$ cat config.mk
export PLATFORM = sky130hd
export DESIGN_NAME = vector_packer
export DESIGN_NICKNAME = d
export VERILOG_FILES = /design/src/rtl/vector_packer_pkg.sv /design/src/rtl/vector_packer.sv
export SDC_FILE = /design/constraint.sdc
export NUM_CORES = 1
export LEC_CHECK = 0
export BUFFER_PORTS_ARGS = -buffer_cell sky130_fd_sc_hd__buf_2
export CAP_MARGIN = 10
export CORE_UTILIZATION = 50
export CTS_CLUSTER_DIAMETER = 150
export DETAILED_ROUTE_END_ITERATION = 7
export GPL_TIMING_DRIVEN = 0
export HOLD_SLACK_MARGIN = 0.02
export PLACE_DENSITY = 0.76
export REMOVE_ABC_BUFFERS = 1
export SLEW_MARGIN = 20
export SYNTH_ARGS = -nofsm -noshare
export SYNTH_HDL_FRONTEND = slang
export SYNTH_SLANG_ARGS = --single-unit
$ cat constraint.sdc
create_clock -name clk_i -period 2.25 [get_ports clk_i]
set_input_delay 0.225 -clock clk_i [delete_from_list [all_inputs] [get_ports clk_i]]
set_output_delay 0.225 -clock clk_i [all_outputs]
set_load 0.1 [all_outputs]
$ cat src/rtl/vector_packer_pkg.sv
// Shared types and width helpers for the vector packer and its consumers.
package vector_packer_pkg;

    // Packer state: FILL while assembling lanes, FULL while a vector is on offer.
    typedef enum logic {
        FILL = 1'b0,
        FULL = 1'b1
    } state_e;

    // Width of an index counter over n entries; never narrower than one bit.
    function automatic int idx_width(input int n);
        return ($clog2(n) < 1) ? 1 : $clog2(n);
    endfunction

    // Width of a population count able to represent 0..depth.
    function automatic int count_width(input int depth);
        return $clog2(depth + 1);
    endfunction

endpackage

$ cat src/rtl/vector_packer.sv
// Serial-to-parallel packer: gathers depth_p elements (or fewer, closed by
// last_i) into one zero-padded lane vector offered with valid/ready.
module vector_packer
    import vector_packer_pkg::*;
#(
    parameter int width_p = 8,
    parameter int depth_p = 8
) (
    input  logic                              clk_i,
    input  logic                              rst_i,
    input  logic [width_p-1:0]                data_i,
    input  logic                              valid_i,
    input  logic                              last_i,
    output logic                              ready_o,
    output logic                              valid_o,
    output logic [width_p-1:0]                data_o [depth_p-1:0],
    output logic [count_width(depth_p)-1:0]   count_o,
    output logic                              last_o,
    input  logic                              ready_i
);

    localparam int idx_w_lp = idx_width(depth_p);
    localparam int cnt_w_lp = count_width(depth_p);
    localparam logic [idx_w_lp-1:0] idx_max_lp = idx_w_lp'(depth_p - 1);

    state_e              state;
    logic [idx_w_lp-1:0] idx;
    logic                in_fire;
    logic                out_fire;
    logic                fill_close;
    logic                pass_close;

    assign valid_o  = (state == FULL);
    // Backpressure is purely downstream-driven so it never depends on valid_i.
    assign ready_o  = ~valid_o | ready_i;
    assign in_fire  = valid_i & ready_o;
    assign out_fire = valid_o & ready_i;

    // Element lands in lane idx while filling; lane 0 on a pass-through.
    assign fill_close = (idx == idx_max_lp) | last_i;
    assign pass_close = (depth_p == 1) | last_i;

    // Lane array: write the accepted element, clear all lanes on emission.
    always_ff @(posedge clk_i) begin
        for (int i = 0; i < depth_p; i++) begin
            // NOTE: lanes are reset because zero-padding of early-closed vectors relies on cleared storage.
            if (rst_i) begin
                data_o[i] <= '0;
            end else if (state == FILL) begin
                if (in_fire && idx == idx_w_lp'(i)) begin
                    data_o[i] <= data_i;
                end
            end else if (out_fire) begin
                data_o[i] <= (i == 0 && in_fire) ? data_i : '0;
            end
        end
    end

    // Control: write index, FILL/FULL state, populated-lane count and last flag.
    always_ff @(posedge clk_i) begin
        // NOTE: non-blocking assignments keep every register reading pre-edge values, independent of statement order.
        if (rst_i) begin
            state   <= FILL;
            idx     <= '0;
            count_o <= '0;
            last_o  <= 1'b0;
        end else begin
            case (state)
                FILL: begin
                    if (in_fire) begin
                        count_o <= cnt_w_lp'(idx) + cnt_w_lp'(1);
                        if (fill_close) begin
                            state  <= FULL;
                            last_o <= last_i;
                            idx    <= '0;
                        end else begin
                            idx <= idx + idx_w_lp'(1);
                        end
                    end
                end
                FULL: begin
                    if (out_fire) begin
                        if (in_fire) begin
                            // Pass-through: new element becomes lane 0 of the next vector.
                            count_o <= cnt_w_lp'(1);
                            if (pass_close) begin
                                last_o <= last_i;
                                idx    <= '0;
                            end else begin
                                state  <= FILL;
                                last_o <= 1'b0;
                                idx    <= idx_w_lp'(1);
                            end
                        end else begin
                            state   <= FILL;
                            count_o <= '0;
                            last_o  <= 1'b0;
                            idx     <= '0;
                        end
                    end
                end
                default: begin
                    state <= FILL;
                    idx   <= '0;
                end
            endcase
        end
    end

endmodule

==> results.py <==
metrics = {
    "clock_network": {
        "cts_buffers": 9,
        "h-tree-depth": 3,
        "holdBufCountCts": 0,
        "cts_sinks": 73,
        "cts-resized-gates": 1,
        "cts_tree": "built",
        "post_cts_buffers": 0,
        "root_buffer": "clkbuf_8",
        "clk_latency_ps": 350,
        "clockBufferDepth": 2,
        "cts.clk_slew.worst_paths_ps": 80,
    },
    "detailed_routing": {
        "via_per_inst": 5.622,
        "ant_nets": 0,
        "drt-pass1-iter-count": 4,
        "wl_um": 7819,
        "first_iter_violations": 186,
        "num_vias": 2811,
        "drc": 0,
        "post_drt_wl_per_cell_um": 15.64,
    },
    "worst_setup_path": {
        "slowest_stage": "dfxtp_2",
        "end_kind": "flip-flop",
        "critical-path-max-stage-delay_ps": 450,
        "cp.required_ps": 2480,
        "crit_family": "flip-flops",
        "r2r-end": "data_o[5]$_SDFFE_PP0P_",
        "r2r_start": "valid_o$_SDFF_PP0_",
        "path_buf_inv": 1,
        "worst-r2r-cell-count": 4,
        "path_cells": "nand2_2 -> buf_12 -> o31a_1 -> mux2_2",
        "ff2ff_setup_slack_ps": 180,
        "path_class": "reg -> reg",
        "start_kind": "flip-flop",
        "cp_max_fo": 43,
        "arrival_ps": 2290,
    },
    "die": {
        "core_area_um2": 5991,
        "fp.dieW_um": 81.40,
        "placementRows": 28,
        "die_y_um": 81.40,
        "initial_core_util": 0.5261,
        "die_area_um2": 6625,
        "io_pins": 84,
    },
    "synth": {
        "ys_warn_count": 0,
        "yosysSeqAreaShare": 0.4637,
        "ys_ff_latch": 73,
        "netlist_instances": 365,
        "synth_edf_count": 0,
        "synthArstFlopShare": 0,
        "ys.flop_type": "dfxtp_1",
        "ys_types": 32,
        "synth_area_um2": 3152,
        "synth.avg_cell_area_um2": 8.635,
    },
    "timing": {
        "final-hold-violation-count": 0,
        "fmax_mhz": 484.1,
        "setup_viol_count_final": 0,
        "slew_violations": 0,
        "max_slew_margin": 0.4611,
        "whs_ps": 183.0,
        "fin_worst_skew_ps": 7.756,
        "min_period_over_period": 0.9180,
        "rsz0062_at_grt": "no",
        "worst_slew_pin_slew_ps": 808.3,
        "period_minus_slack_ps": 2066,
    },
    "hold_path": {
        "min_path_type": "in -> reg",
        "holdPathStages": 3,
        "hold_end": "last_o$_SDFFE_PP0P_",
        "min_from": "last_i",
    },
    "placed_design": {
        "dp_hpwl_um": 4922,
        "gp_congestion": 0.7820,
        "io_buffers": 83,
    },
    "power": {
        "leakagePower_uw": 0.001532,
        "total_power_uw": 2679,
        "power_density_nw_per_um2": 736.7,
        "peakVddDrop_mv": 0.5556,
    },
    "final_layout": {
        "post-route-util": 0.6069,
        "nets": 440,
        "area_growth_pct": 15.36,
        "nFillCells": 544,
        "drive_gt1_frac": 0.2729,
        "num_antenna_cells": 0,
        "final_cell_mix": "82 x buf_2, 73 x nand3_1, 72 x dfxtp_1",
        "layout_commonest_cell": "buf_2",
    },
    "outcome": {
        "status": "complete, no violations",
    },
    "grt": {
        "grt_pass1_wl_um": 11960,
        "grt_max_degree": 82,
        "grt_antenna_before_repair": 0,
        "grt_pass1_vias": 2373,
        "grt_overflow": 0,
        "track_usage": 0.2405,
    },
    "job": {
        "cap_viol_max_count": 0,
    },
}
## worst max path at each step
stage / startpoint / to / cells after the start
after global routing: valid_o$_SDFF_PP0_ / data_o[6]$_SDFFE_PP0P_ / 4
after global placement: valid_o$_SDFF_PP0_ / data_o[4]$_SDFFE_PP0P_ / 3
after detailed placement: valid_o$_SDFF_PP0_ / data_o[5]$_SDFFE_PP0P_ / 4
after floorplan: valid_o$_SDFF_PP0_ / data_o[0]$_SDFFE_PP0P_ / 3
after CTS: valid_o$_SDFF_PP0_ / data_o[5]$_SDFFE_PP0P_ / 4
final: valid_o$_SDFF_PP0_ / data_o[5]$_SDFFE_PP0P_ / 4
## metal layers
layer / vias to the layer above / part of all wire / track usage
li1: 1364 / - / -
met1: 1331 / 0.42 / 0.3273
met2: 109 / 0.49 / 0.3692
met3: 7 / 0.078 / 0.06517
met4: 0 / 0.0088 / 0.07143
met5: - / 0 / 0
## sequential cells by signal (all words and copies together), names as in the netlist
name	cells
data_o	64
idx	3
last_o	1
valid_o	1
count_o	4
## per-stage QoR
stage / cells / area (um2) / setup TNS [ps] / worst slack, ps
4_1_cts: 500 / 3630 / 0 / 186.5
3_3_place_gp: 484 / 3426 / -46980 / -937.5
2_1_floorplan: 326 / 2917 / -57060 / -1093
5_1_grt: 500 / 3636 / 0 / 78.79
6_report: 500 / 3636 / 0 / 184.5
3_5_place_dp: 485 / 3451 / -2.803 / -2.803
## synth_stat cells, types with 3 or more instances
cell type,n,share of area
a21oi_1,64,0.10
and4b_1,3,0.0095
buf_2,14,0.022
buf_4,11,0.026
buf_6,4,0.014
clkbuf_1,9,0.011
dfxtp_1,73,0.46
ha_1,6,0.024
inv_1,4,0.0048
mux2_2,8,0.029
nand2_1,53,0.063
nand3_1,73,0.12
nand4b_2,3,0.014
nor2b_1,10,0.020
nor3b_1,8,0.019
## layout make-up
class	instances	area, um2	area share
tap	75	93.84	0.02581
timing repair buffer	84	437.9	0.1204
clock inverter	3	42.54	0.01170
inverter	4	15.01	0.004129
multi-input combinational	249	1449	0.3985
clock buffer	12	135.1	0.03716
sequential	73	1463	0.4023
## worst min-delay path: stages
cell and delay [ps]:
buf_2 120, nand3_1 80, a21oi_1 60
## power breakdown
part	switching, uW	internal (uW)
clock network	472	506
registers	19.7	1320
logic	289	75.4
## cells by family (layout without fill, tap and decap cells)
group           Yosys count  after routing  synth area share
simple gates            165            165            0.2834
flops                    73             73            0.4637
compound gates           70             70            0.1211
buf+inv                  43            103           0.07939
mux                       8              8           0.02858
fa+ha+maj                 6              6           0.02382
(Power assumes the default switching activity.)
